[src/rtl/gray_pkg.sv]
// Shared binary/Gray conversion helpers, width-generic up to MAX_W bits.
package gray_pkg;

    localparam int unsigned MAX_W = 64;

    function automatic logic [MAX_W-1:0] bin2gray(input logic [MAX_W-1:0] bin);
        return bin ^ (bin >> 1);
    endfunction

    // Zero-extended inputs keep the upper prefix-XOR bits at zero, so any narrower width works.
    function automatic logic [MAX_W-1:0] gray2bin(input logic [MAX_W-1:0] gray);
        logic [MAX_W-1:0] bin;
        bin[MAX_W-1] = gray[MAX_W-1];
        for (int i = int'(MAX_W) - 2; i >= 0; i--) begin
            bin[i] = bin[i+1] ^ gray[i];
        end
        return bin;
    endfunction

endpackage

[src/rtl/bin_to_gray.sv]
// Combinational binary-to-Gray converter.
module bin_to_gray
    import gray_pkg::*;
#(
    parameter int unsigned W = 8
) (
    input  logic [W-1:0] bin,
    output logic [W-1:0] gray_c
);

    assign gray_c = W'(bin2gray(MAX_W'(bin)));

endmodule

[src/rtl/gray_to_bin.sv]
// Combinational Gray-to-binary converter.
module gray_to_bin
    import gray_pkg::*;
#(
    parameter int unsigned W = 8
) (
    input  logic [W-1:0] gray,
    output logic [W-1:0] bin_c
);

    assign bin_c = W'(gray2bin(MAX_W'(gray)));

endmodule

[src/rtl/gray_cnt.sv]
// Up/down counter holding its value in both binary and Gray flops, with load,
// wrap/saturate boundaries and a registered wrap pulse.
module gray_cnt
    import gray_pkg::*;
#(
    parameter int unsigned     CNT_W    = 8,
    parameter bit              DOWN_EN  = 1'b1,
    parameter bit              SAT_MODE = 1'b0,
    parameter logic [CNT_W-1:0] RST_VAL = '0
) (
    input  logic             clk,
    input  logic             nreset,
    input  logic             en_i,
    input  logic             down_i,
    input  logic             ld_v_i,
    input  logic [CNT_W-1:0] ld_gray_i,
    output logic [CNT_W-1:0] gray_o,
    output logic [CNT_W-1:0] bin_o,
    output logic             wrap_o,
    output logic             at_max_o,
    output logic             at_min_o
);

    localparam logic [CNT_W-1:0] ALL_ONES = '1;
    localparam logic [CNT_W-1:0] RST_GRAY = RST_VAL ^ (RST_VAL >> 1);

    logic [CNT_W-1:0] bin_q;
    logic [CNT_W-1:0] gray_q;
    logic             wrap_q;
    logic [CNT_W-1:0] bin_next;
    logic [CNT_W-1:0] cnt_gray_c;
    logic [CNT_W-1:0] ld_bin_c;
    logic             wrap_next;
    logic             count_down;

    gray_to_bin #(.W(CNT_W)) m_gray_to_bin (
        .gray  (ld_gray_i),
        .bin_c (ld_bin_c)
    );

    bin_to_gray #(.W(CNT_W)) m_bin_to_gray (
        .bin    (bin_next),
        .gray_c (cnt_gray_c)
    );

    assign count_down = DOWN_EN & down_i;

    // Next count value; hold and saturation both leave bin_next == bin_q.
    always_comb begin
        bin_next  = bin_q;
        wrap_next = 1'b0;
        if (en_i) begin
            if (count_down) begin
                if (bin_q == '0) begin
                    if (!SAT_MODE) begin
                        bin_next  = ALL_ONES;
                        wrap_next = 1'b1;
                    end
                end else begin
                    bin_next = bin_q - CNT_W'(1);
                end
            end else begin
                if (bin_q == ALL_ONES) begin
                    if (!SAT_MODE) begin
                        bin_next  = '0;
                        wrap_next = 1'b1;
                    end
                end else begin
                    bin_next = bin_q + CNT_W'(1);
                end
            end
        end
    end

    // Both registers load from next-state logic so gray_o never sees a converter glitch.
    always_ff @(posedge clk or negedge nreset) begin
        if (!nreset) begin
            bin_q  <= RST_VAL;
            gray_q <= RST_GRAY;
            wrap_q <= 1'b0;
        end else if (ld_v_i) begin
            bin_q  <= ld_bin_c;
            gray_q <= ld_gray_i;
            wrap_q <= 1'b0;
        end else begin
            bin_q  <= bin_next;
            gray_q <= cnt_gray_c;
            wrap_q <= wrap_next;
        end
    end

    assign gray_o   = gray_q;
    assign bin_o    = bin_q;
    assign wrap_o   = wrap_q;
    assign at_max_o = (bin_q == ALL_ONES);
    assign at_min_o = (bin_q == '0);

endmodule

[config.mk]
export PLATFORM = sky130hd
export DESIGN_NAME = gray_cnt
export DESIGN_NICKNAME = d
export VERILOG_FILES = /design/src/rtl/gray_pkg.sv /design/src/rtl/bin_to_gray.sv /design/src/rtl/gray_to_bin.sv /design/src/rtl/gray_cnt.sv
export SDC_FILE = /design/constraint.sdc
export NUM_CORES = 1
export LEC_CHECK = 0
export CAP_MARGIN = 25
export CORE_ASPECT_RATIO = 0.75
export CORE_UTILIZATION = 37
export DETAILED_ROUTE_END_ITERATION = 10
export HOLD_SLACK_MARGIN = 0.06
export PLACE_DENSITY_LB_ADDON = 0.15
export SLEW_MARGIN = 10
export SYNTH_ARGS = -nofsm -noshare
export SYNTH_HDL_FRONTEND = slang
export SYNTH_SLANG_ARGS = --single-unit
[constraint.sdc]
create_clock -name clk -period 2.4 [get_ports clk]
set_input_delay 0.36 -clock clk [delete_from_list [all_inputs] [get_ports clk]]
set_output_delay 0.36 -clock clk [all_outputs]
set_load 0.01 [all_outputs]
# == Word level (Yosys, flattened, before mapping) ==
# Cells that the tools add are included.
# Widths: inputs -> output; s select.
# totals
register_bits,17
input_bits,13
out_inout_bits,19
elab_cells,26
# op_classes
addsub,2
n_eq_ne,1
muxes,11
bitwise_logic,8
reduce_logical,1
# op_table
op,n
$mux 8,6
$add 8x1->8 const B,1
$eq 8x8->1 const B,1
$logic_not 8->1,1
$sub 8x1->8 const B,1
$xor 8x7->8,1
$xor 1x1->1,7
$mux 1,5

# == Depth between registers and ports, before layout ==
# Gate-level depths: netlist of the first run.
# depth
depth_word,8
mapped_depth,9
ltp_nobuf,9

# == By module ==
# From an unflattened synthesis of the first run, not the netlist that was laid out.
# unflattened
hier_cells,152
hier_area_um2,1382.6
# by_module_without_submodules
module,instances,cells_each,area_per_inst_um2,seq_area_each_um2
gray_cnt,1,131,1188.6,425.4
gray_to_bin,1,13,125.1,0.0
bin_to_gray,1,8,68.8,0.0

# == Worst setup path before layout of the first run ==
# Ideal clock, no wire load.
# synth_path
kind,register -> register
start,reg bin_q[0] (netlist: bin_o[0])
end,reg gray_q[0] (netlist: gray_o[0])
setup_time_ns,0.140
arrival_time_ns,1.833
required_time_ns,2.260
slack_ns,0.427
stages_incl_launch_ff,10
n_path_buf,0
period_less_slack_ns,1.973
path_cell_list,dfrtp_1 > inv_1 > ha_1 > nor3b_1 > nand2_1 > inv_1 > o21ai_0 > a31o_2 > xnor2_1 > o21ai_0
# synth_via
elab_chain_len,6
word_cells_on_any_way,10
classes_between,2 x add/sub; 1 x eq/ne; 5 x mux; 1 x bitwise; 1 x reduce/logical
# synth_lines
item,line,rtl
from (decl),gray_cnt.sv:27,logic [CNT_W-1:0] bin_q;
from (signal assigned),gray_cnt.sv:82,bin_q <= ld_bin_c;
from (signal assigned),gray_cnt.sv:86,bin_q <= bin_next;
$logic_not 8->1,n/a,
named net at_min_o,gray_cnt.sv:21,output logic at_min_o
$mux 8,gray_cnt.sv:54,if (bin_q == '0) begin
$mux 8,gray_cnt.sv:53,if (count_down) begin
$mux 8,gray_cnt.sv:52,if (en_i) begin
$xor 8x7->8,gray_pkg.sv:7,return bin ^ (bin >> 1);
$mux 8,gray_cnt.sv:81,end else if (ld_v_i) begin
to (signal assigned),gray_cnt.sv:83,gray_q <= ld_gray_i;
to (signal assigned),gray_cnt.sv:87,gray_q <= cnt_gray_c;
to (decl),gray_cnt.sv:28,logic [CNT_W-1:0] gray_q;
# The timed path passes the listed nets, and every way through them passes these cells.

# == Worst setup path after layout of the first run ==
# layout_path
start,reg bin_q[0] (netlist: bin_o[0])
end,out at_max_o
# layout_via
elab_chain_len,1
# layout_lines
item,line,rtl
$eq 8x8->1,gray_cnt.sv:95,assign at_max_o = (bin_q == ALL_ONES);
to (decl),gray_cnt.sv:20,"output logic at_max_o,"
# No other way between the ends.

==> impl_metrics.yaml, run 1 <==
placement:
  dp.cells: 210
  gp_congestion: 0.835
  placed_area_sq_um: 1620
  placement.io_buffers: 31
  hpwl_mm: 2.28
power:
  finalPower_mw: 1.47
  swShare_pct: 38.9
  clockPowerShare_pct: 16.3
  p_int_mw: 0.900
  p_sw_mw: 0.574
  seq_power_share_pct: 29.3
  pwr-share-comb_pct: 54.4
  p_leak_nw: 0.724
  cellPowerDensity_nw_per_um2: 869
  ir_drop_mv: 0.492
floorplan:
  die_w_microns: 68.7
  num_rows: 17
  io_pins: 32
  fp.dieH_microns: 52.0
  initial_core_util_pct: 40.3
  core_sq_um: 3060
  die_area_sq_um: 3570
timing:
  post-route-min-period_ns: 2.31
  tns_ns: 0
  setup_viol: 0
  maxSlewHeadroom_pct: 51.9
  tightest_slew_ns: 0.719
  drv_slew: 0
  max_freq_mhz: 434
  finClkSkew_ns: 0.00284
  rsz0062_at_grt: "no"
  min_period_over_period_pct: 96.1
  hold_viol: 0
  fin_hold_ws_ns: 0.535
finish:
  fin_cells: 214
  drive_above_1_share_pct: 15.3
  nets: 193
  final_area_sq_um: 1700
  fillers: 274
  antenna_cells: 0
  syn_to_final_growth_pct: 37.6
synth:
  synth_enable_flop_cells: 0
  syn_inst: 140
  synth_area_leaders: "dfrtp_1 (32%), xnor2_1 (7.1%), o21ai_0 (6.1%)"
  synth.distinct_cells: 41
  ys_seq_area_share_pct: 32.5
  synth.avg_cell_area_sq_um: 8.81
  async_flop_share_pct: 100
  synth_warnings: 0
  synthesis.area_sq_um: 1230
  synth_fp_nets: 156
  synth.largest_area_cell: "dfrtp_1"
  synth_top_area_share_pct: 32.5
  ys_ff_latch: 16
  ys.flop_type: "dfrtp_1"
worst_setup_path:
  path_max_fanout: 8
  path_class: "reg2out"
  worst_setup_path_end_kind: "output pin"
  crit_required_ns: 2.04
  worst-path-buf-inv: 2
  worst_path_max_delay_cell: "clkdlybuf4s50_1"
  path_cells: "buf_4 > ha_1 > nand3_2 > nor2_2 > clkdlybuf4s50_1"
  cpPeakStageDelay_ns: 0.56
  crit_arrival_ns: 1.95
  cpLargestDelayFamily: "buffers and inverters"
  start_kind: "register"
route:
  dr.pass1.iters: 5
  ant_nets: 0
  drcViolationCount: 0
  drt-total-wl_mm: 2.99
  drt_iter0_drc: 59
  via_per_inst: 5.39
  vias: 1153
  wl_per_cell_microns: 14.0
global_route:
  grt.total_usage_pct: 19.9
  gr-total-overflow: 0
  grt_pass1_vias: 1080
  grt_max_degree: 28
  antenna_found_initial: 0
  grt_pass1_wl_mm: 5.17
clock_network:
  cts.sinks: 16
  cts-buffers-inserted: 3
  root_buffer: "clkbuf_8"
  htree_levels: 1
  clock_path_buffers: 2
  insertion_delay_ns: 0.25
  cts_tree: "built"
  clkTransAtPathRegs_ns: 0.06
  cts_hold_buf: 0
min_path:
  hp-class: "in2async"
run_status:
  outcome: "finished, final reports clean"
flow_run:
  max-cap-violations: 0
==> sequential cells by signal (all words and copies together), names as in the netlist <==
| register | count |
|---|---|
| bin_o | 8 |
| gray_o | 7 |
| wrap_o | 1 |
==> final timing paths <==
path / slack (ns) / cells past startpoint / start / end
max reg2reg: 0.23 / 8 / bin_o[0] / gray_o[6]
min in group clk: 0.73 / 3 / ld_gray_i[3] / gray_o[3]
min reg2reg: 0.78 / 4 / bin_o[0] / bin_o[0]
min: 0.54 / 1 / nreset / bin_o[6]
max in group asynchronous: 1.41 / 1 / nreset / bin_o[3]
max: 0.09 / 5 / bin_o[0] / at_max_o
==> timing repair <==
action | 4_1_cts | 5_1_grt
resized for setup | 1 | 4
setup endpoints to repair | 1 | 2
buffers inserted | 0 | 0
==> per-stage QoR <==
step	setup WS (ns)	utilization (%)
global route	0.00509	55.4
CTS	0.0532	55.0
global placement	0.103	53.0
finish	0.0938	55.4
detailed placement	0.0619	53.0
floorplan	0.427	-
==> layer usage <==
metal / part of all wire (%) / up-vias / wire, microns / GRT usage (%)
met5: 0 / - / 0 / 0
li1: - / 572 / - / -
met1: 48 / 533 / 1420 / 27.8
met4: 1.4 / 0 / 43 / 6.25
met2: 44 / 43 / 1320 / 29.1
met3: 6.9 / 5 / 207 / 5.92
==> power by group through the flow <==
stage	Clock (mW)	Combinational, mW	Sequential (mW)
after detailed placement	0	0.791	0.436
after floorplan	0	0.456	0.460
after CTS	0.246	0.798	0.432
final	0.240	0.802	0.433
after global placement	0	0.784	0.435
after global routing	0.261	0.888	0.446
==> cells by family after synthesis <==
kind of cell	Yosys count	share of synthesized area [%]
multiplexers	4	3.25
buffers and inverters	18	6.19
AND/OR/NAND/NOR	41	17.2
XOR/XNOR	18	15.2
AO/OA/AOI/OAI	40	22.6
flip-flops	16	32.5
adder cells (fa/ha/maj)	3	3.04
==> area by class of cell <==
type                            instances  area, sq um  area share [%]
Multi-Input combinational cell        106          773            45.5
Clock buffer                            4         55.1            3.24
Timing Repair Buffer                   41          388            22.8
Tap cell                               38         47.5            2.80
Sequential cell                        16          400            23.6
Inverter                                9         33.8            1.99
==> Yosys cell counts, types with 2 or more instances <==
master	number
xnor2_1	10
nor3_1	2
nand3_1	3
nor2_1	11
a21oi_1	5
xnor2_2	2
nand4_1	2
clkbuf_1	5
buf_4	2
xor2_1	5
o221ai_1	2
nand2_1	14
a31o_2	2
nor3b_1	3
ha_1	3
dfrtp_1	16
a31oi_1	2
mux2i_1	4
nand2b_1	2
o21ai_0	15
inv_1	9
o2111ai_1	2
==> layout by cell type, fill, tap and decap left out, drive strengths merged, types with 2 or more instances in the layout <==
cell | Yosys | final
clkdlybuf4s50 | 0 | 30
dfrtp | 16 | 16
o21ai | 15 | 15
nand2 | 14 | 14
xnor2 | 12 | 12
nor2 | 11 | 11
buf | 4 | 10
inv | 9 | 9
a21oi | 5 | 5
xor2 | 5 | 5
mux2i | 4 | 4
clkbuf | 5 | 4
nand3 | 4 | 4
ha | 3 | 3
a31oi | 3 | 3
nor3b | 3 | 3
nand4 | 2 | 2
o2111ai | 2 | 2
nand2b | 2 | 2
nor3 | 2 | 2
a31o | 2 | 2
o221ai | 2 | 2
nor4 | 2 | 2
(Power assumes the default switching activity.)
==> run 2, diff against run 1 <==
--- a/config.mk
+++ b/config.mk
@@ -5,9 +5,11 @@
 export SDC_FILE = /design/constraint.sdc
 export NUM_CORES = 1
 export LEC_CHECK = 0
+export ABC_AREA = 1
 export CAP_MARGIN = 25
 export CORE_ASPECT_RATIO = 0.75
 export CORE_UTILIZATION = 37
+export CTS_BUF_LIST = sky130_fd_sc_hd__clkbuf_4 sky130_fd_sc_hd__clkbuf_8
 export DETAILED_ROUTE_END_ITERATION = 10
 export HOLD_SLACK_MARGIN = 0.06
 export PLACE_DENSITY_LB_ADDON = 0.15
==> run 2 against run 1 <==
Effect of this change: hold slack gained 0.030 ns; first-iteration DRC count shrank 6.8%; flip-flop and latch count is the same; combinational power shrank 52%; largest power group unchanged.
==> impl_metrics.yaml, run 2 <==
run_status:
  outcome: "finished, final reports clean"
timing:
  min_period_over_period_pct: 94.2
  tightest_slew_ns: 0.767
  rsz0062_at_grt: "no"
  finClkSkew_ns: 0.00303
  finalWorstSetupSlack_ns: 0.139
  hold_viol: 0
  post-route-min-period_ns: 2.26
  tns_ns: 0
  setup_viol: 0
  fin_hold_ws_ns: 0.565
  drv_slew: 0
  maxSlewHeadroom_pct: 48.7
  max_freq_mhz: 442
worst_setup_path:
  path_class: "reg2out"
  cpMostUsedCell: "nand2_1"
  worstReg2RegStart: "bin_o[0]"
  crit_arrival_ns: 1.90
  cpPeakStageDelay_ns: 0.55
  crit_required_ns: 2.04
  reg2reg_setup_slack_ns: 0.57
  path_max_fanout: 6
  worst_setup_path_end_kind: "output pin"
  rr_endpoint: "gray_o[2]"
  startpoint: "bin_o[0]"
  path_cells: "ha_1 > nand2_1 > nor2_1 > nand2_1 > nor2_4 > clkdlybuf4s50_1"
  worst_path_max_delay_cell: "clkdlybuf4s50_1"
  reg2regPathDepth: 13
  start_kind: "register"
synth:
  syn_inst: 198
  synth_enable_flop_cells: 0
  yosys-top-cells-count: "nand2_1 (61), nand3_1 (40), inv_1 (22), dfrtp_1 (16), nor2_1 (9)"
  yosysMostFrequentCell: "nand2_1"
  synth_warnings: 0
  synth_top_area_share_pct: 31.0
  synth.largest_area_cell: "dfrtp_1"
  async_flop_share_pct: 100
  synth.distinct_cells: 24
  synth.avg_cell_area_sq_um: 6.53
  synth_fp_nets: 214
  synthesis.area_sq_um: 1290
  ys_seq_area_share_pct: 31.0
  ys_ff_latch: 16
  synth_area_leaders: "dfrtp_1 (31%), nand2_1 (18%), nand3_1 (15%)"
  ys.flop_type: "dfrtp_1"
finish:
  layout_commonest_cell: "nand2_1"
  syn_to_final_growth_pct: 28.8
  final_cell_mix: "nand2_1 (61), nand3_1 (40), clkdlybuf4s50_1 (31), inv_1 (22), dfrtp_1 (16)"
  antenna_cells: 0
  fillers: 347
  nets: 245
  drive_above_1_share_pct: 8.81
  largest_reg_flops: 8
  utilization_pct: 50.3
floorplan:
  core_sq_um: 3310
  die_w_microns: 70.2
  num_rows: 18
  die_area_sq_um: 3740
  io_pins: 32
  initial_core_util_pct: 39.0
  fp.dieH_microns: 53.2
clock_network:
  clock_path_buffers: 2
  cts_hold_buf: 0
  cts_tree: "built"
  insertion_delay_ns: 0.25
  cts_setup_buffers: 0
  cts-resized-gates: 0
  root_buffer: "clkbuf_8"
  cts.sinks: 16
  clkTransAtPathRegs_ns: 0.06
  cts-buffers-inserted: 3
  htree_levels: 1
power:
  seq_power_share_pct: 37.9
  cellPowerDensity_nw_per_um2: 566
  p_sw_mw: 0.346
  swShare_pct: 36.7
  p_int_mw: 0.597
  ir_drop_mv: 0.283
  clockPowerShare_pct: 21.3
  pwr-share-comb_pct: 40.8
  p_leak_nw: 0.795
route:
  drt-total-wl_mm: 3.15
  dr.pass1.iters: 4
  vias: 1322
  via_per_inst: 4.95
  drcViolationCount: 0
  wl_per_cell_microns: 11.8
  drt_iter0_drc: 55
  ant_nets: 0
global_route:
  gr-total-overflow: 0
  grt_pass1_wl_mm: 5.48
  grt.total_usage_pct: 19.0
  grt_pass1_vias: 1265
  grt_max_degree: 17
  antenna_found_initial: 0
placement:
  post-place-ws_ns: 0.359
  placement.io_buffers: 31
  hpwl_mm: 2.44
  gp_congestion: 0.863
flow_run:
  max-cap-violations: 0
min_path:
  hp-class: "in2async"
## run 2: cell count changes in the layout (fill, tap and decap cells not counted), moves of 7 or more
cell / change
xnor2_1: -9
o21ai_0: -7
nand2_1: +48
inv_1: +13
nand3_1: +37
buf_4: -9
## run 2: how the worst max path moves through the flow
stage	to	slack, ns
after floorplan	bin_o[0]	0.77
final	at_max_o	0.14
after CTS	at_max_o	0.14
after detailed placement	bin_o[1]	0.36
after global placement	bin_o[0]	0.35
after global routing	at_max_o	0.02
## run 2: layer usage
layer	routed length (microns)	track usage, %
met1	1590	25.3
met4	12	4.33
met2	1330	31.4
met5	0	0
met3	207	4.57
## run 2: metrics by stage
stage	cells	power [mW]	area [sq um]
3_5_place_dp	264	0.747	1620
5_1_grt	267	1.02	1670
6_report	267	0.943	1670
4_1_cts	267	0.954	1670
2_1_floorplan	198	0.591	1290
3_3_place_gp	264	0.750	1620
## run 2: critical path, delay by kind of cell, from the launching register on
kind	cells	cell delay, ns
flip-flops	1	0.45
AND/OR/NAND/NOR	4	0.44
buffers and inverters	1	0.55
adder cells (fa/ha/maj)	1	0.21
## run 2: final cells by class
| class | instances | area [sq um] | share of cell area [%] |
|---|---|---|---|
| clock buffer | 3 | 41.3 | 2.48 |
| timing repair buffer | 32 | 318 | 19.1 |
| inverter | 25 | 93.8 | 5.63 |
| tap | 40 | 50.0 | 3.01 |
| sequential | 16 | 400 | 24.0 |
| multi-input combinational | 151 | 762 | 45.8 |
## run 2: kinds of logic (layout without fill, tap and decap cells)
logic type,count (synthesis),in the layout,share of synthesized area (%)
XOR/XNOR,5,5,3.39
AND/OR/NAND/NOR,121,121,42.2
adder cells (fa/ha/maj),3,3,2.90
AO/OA/AOI/OAI,22,22,10.5
buffers and inverters,31,60,10.1
flip-flops,16,16,31.0
## run 2: power by group through the flow
stage,Sequential [mW],Clock (mW),Combinational [mW]
after floorplan,0.364,0,0.226
after global placement,0.362,0,0.389
after detailed placement,0.362,0,0.386
after CTS,0.358,0.209,0.388
after global routing,0.363,0.219,0.434
final,0.357,0.201,0.385
==> run 3, diff against run 2 <==
--- a/config.mk
+++ b/config.mk
@@ -16,4 +16,5 @@
 export SLEW_MARGIN = 10
 export SYNTH_ARGS = -nofsm -noshare
 export SYNTH_HDL_FRONTEND = slang
+export SYNTH_HIERARCHICAL = 1
 export SYNTH_SLANG_ARGS = --single-unit
==> run 3 against run 2 <==
Effect of this change: first-iteration DRC count grew 110%; non-clock buffer count grew 3; routed wire length grew 21%; via count grew 21%; synthesized cell count grew 29%; final cell count grew 28%; largest cell class unchanged; combinational power grew 22%; sequential share of layout area shrank 2.7 points; critical path type unchanged.
==> impl_metrics.yaml, run 3 <==
run_status:
  outcome: "finished, final reports clean"
worst_setup_path:
  path_class: "reg2out"
  cpPeakStageDelay_ns: 0.53
  worst_path_max_delay_cell: "clkdlybuf4s50_1"
  path_max_fanout: 6
  worst-path-buf-inv: 4
  path_cells: "inv_1 > ha_1 > inv_1 > nor2_2 > nand2_4 > inv_4 > clkdlybuf4s50_1"
  cpMostUsedCell: "inv_1"
  cpLargestDelayFamily: "buffers and inverters"
  start_kind: "register"
  crit_required_ns: 2.04
  worst_setup_path_end_kind: "output pin"
  crit_arrival_ns: 1.90
finish:
  drive_above_1_share_pct: 13.2
  final_cell_mix: "nand2_1 (104), inv_1 (35), clkdlybuf4s50_1 (31), nand3_1 (29), dfrtp_1 (17)"
  layout_commonest_cell: "nand2_1"
  syn_to_final_growth_pct: 25.1
  nets: 304
  antenna_cells: 0
  utilization_pct: 48.8
  fin_cells: 342
  fillers: 446
route:
  drt_iter0_drc: 113
  via_per_inst: 4.68
  ant_nets: 0
  drcViolationCount: 0
  dr.pass1.iters: 4
  wl_per_cell_microns: 11.2
  vias: 1599
  drt-total-wl_mm: 3.82
timing:
  maxSlewHeadroom_pct: 67.6
  max_freq_mhz: 443
  drv_slew: 0
  min_period_over_period_pct: 94.0
  setup_viol: 0
  finClkSkew_ns: 0.00380
  post-route-min-period_ns: 2.26
  hold_viol: 0
  fin_hold_ws_ns: 0.441
  rsz0062_at_grt: "no"
  finalWorstSetupSlack_ns: 0.143
  tns_ns: 0
  tightest_slew_ns: 0.485
global_route:
  met1_usage_pct: 26.0
  gr-total-overflow: 0
  grt_max_degree: 18
  grt_pass1_vias: 1481
  use_met2_pct: 28.7
  grtUsageMet3_pct: 3.41
  busiest_layer: "met2"
  grt_pass1_wl_mm: 6.49
  grt.total_usage_pct: 17.9
  antenna_found_initial: 0
clock_network:
  root_buffer: "clkbuf_8"
  clock_path_buffers: 2
  insertion_delay_ns: 0.25
  cts-resized-gates: 0
  cts_hold_buf: 0
  cts-buffers-inserted: 3
  clkTransAtPathRegs_ns: 0.07
  cts_setup_buffers: 0
  htree_levels: 1
  cts.sinks: 17
  cts_tree: "built"
synth:
  ys.flop_type: "dfrtp_1"
  synth_area_leaders: "dfrtp_1 (27%), nand2_1 (25%), nand3_1 (9.1%)"
  synth_warnings: 6
  async_flop_share_pct: 100
  ys_ff_latch: 17
  yosys-top-cells-count: "nand2_1 (104), inv_1 (35), nand3_1 (29), dfrtp_1 (17), nor2_1 (12)"
  syn_inst: 256
  synth.distinct_cells: 30
  yosysMostFrequentCell: "nand2_1"
  synthesis.area_sq_um: 1590
  synth_fp_nets: 272
  synth.avg_cell_area_sq_um: 6.22
  ys_seq_area_share_pct: 26.7
  synth.largest_area_cell: "dfrtp_1"
  synth_top_area_share_pct: 26.7
  synth_enable_flop_cells: 0
floorplan:
  num_rows: 20
  initial_core_util_pct: 39.0
  die_w_microns: 77.7
  fp.dieH_microns: 58.8
  io_pins: 32
  die_area_sq_um: 4570
  core_sq_um: 4080
placement:
  gp_congestion: 0.882
  placement.io_buffers: 31
  dp.cells: 338
  hpwl_mm: 3.00
  post-place-ws_ns: 0.375
power:
  ir_drop_mv: 0.297
  p_leak_nw: 1.10
  cellPowerDensity_nw_per_um2: 539
flow_run:
  max-cap-violations: 0
min_path:
  hp-class: "in2async"
-- run 3: cell count changes after synthesis, sizes merged, moves of 3 or more --
| cell | delta |
|---|---|
| o211ai | -3 |
| o21ai | -8 |
| inv | +15 |
| nand2 | +48 |
-- run 3: cells by family (layout without fill, tap and decap cells) --
family	Yosys count	in the layout	synth area share, %
AO/OA/AOI/OAI	12	12	4.87
flip-flops	17	17	26.7
buffers and inverters	49	80	13.5
AND/OR/NAND/NOR	172	172	50.9
adder cells (fa/ha/maj)	3	3	2.36
XOR/XNOR	3	3	1.65
-- run 3: worst reg2reg max path, delay by kind of cell (launching register included) --
family	cells	cell delay [ns]
flip-flops	1	0.45
AND/OR/NAND/NOR	8	0.61
adder cells (fa/ha/maj)	1	0.23
buffers and inverters	3	0.35
AO/OA/AOI/OAI	1	0.23
-- run 3: cell type report --
type / instances / area (sq um) / area share [%]
Clock buffer: 4 / 48.8 / 2.45
Sequential cell: 17 / 425 / 21.4
Inverter: 41 / 156 / 7.86
Timing Repair Buffer: 35 / 340 / 17.1
Tap cell: 55 / 68.8 / 3.46
Multi-Input combinational cell: 190 / 951 / 47.8
-- run 3: path summary, 6_finish.rpt --
kind,from,endpoint,slack (ns),cells after the start
setup / recovery,bin_o[0],at_min_o,0.14,7
hold / removal,nreset,bin_o[3],0.44,2
setup reg to reg,bin_o[0],gray_o[3],0.42,13
hold reg to reg,bin_o[0],bin_o[0],0.81,5
max in group asynchronous,nreset,bin_o[4],1.76,2
min in group clk,ld_gray_i[0],gray_o[0],0.73,3
-- run 3: metal layers --
metal | wire length, microns | vias to the layer above | share of wire (%)
li1 | - | 844 | -
met1 | 1990 | 718 | 52
met2 | 1630 | 37 | 43
met3 | 202 | 0 | 5.3
met4 | 0 | 0 | 0
met5 | 0 | - | 0
-- run 3: report_power, final --
| group | switching [mW] | internal, mW | leakage [nW] |
|---|---|---|---|
| registers | 0.0493 | 0.325 | 0.207 |
| logic | 0.267 | 0.203 | 0.865 |
| clock network | 0.0988 | 0.129 | 0.0262 |
| total | 0.415 | 0.657 | 1.10 |
-- run 3: per-stage QoR --
| stage | total power, mW | instance area, sq um |
|---|---|---|
| after floorplan | 0.680 | 1590 |
| after global placement | 0.853 | 1940 |
| after detailed placement | 0.851 | 1940 |
| after CTS | 1.09 | 1990 |
| after global routing | 1.16 | 1990 |
| final | 1.07 | 1990 |
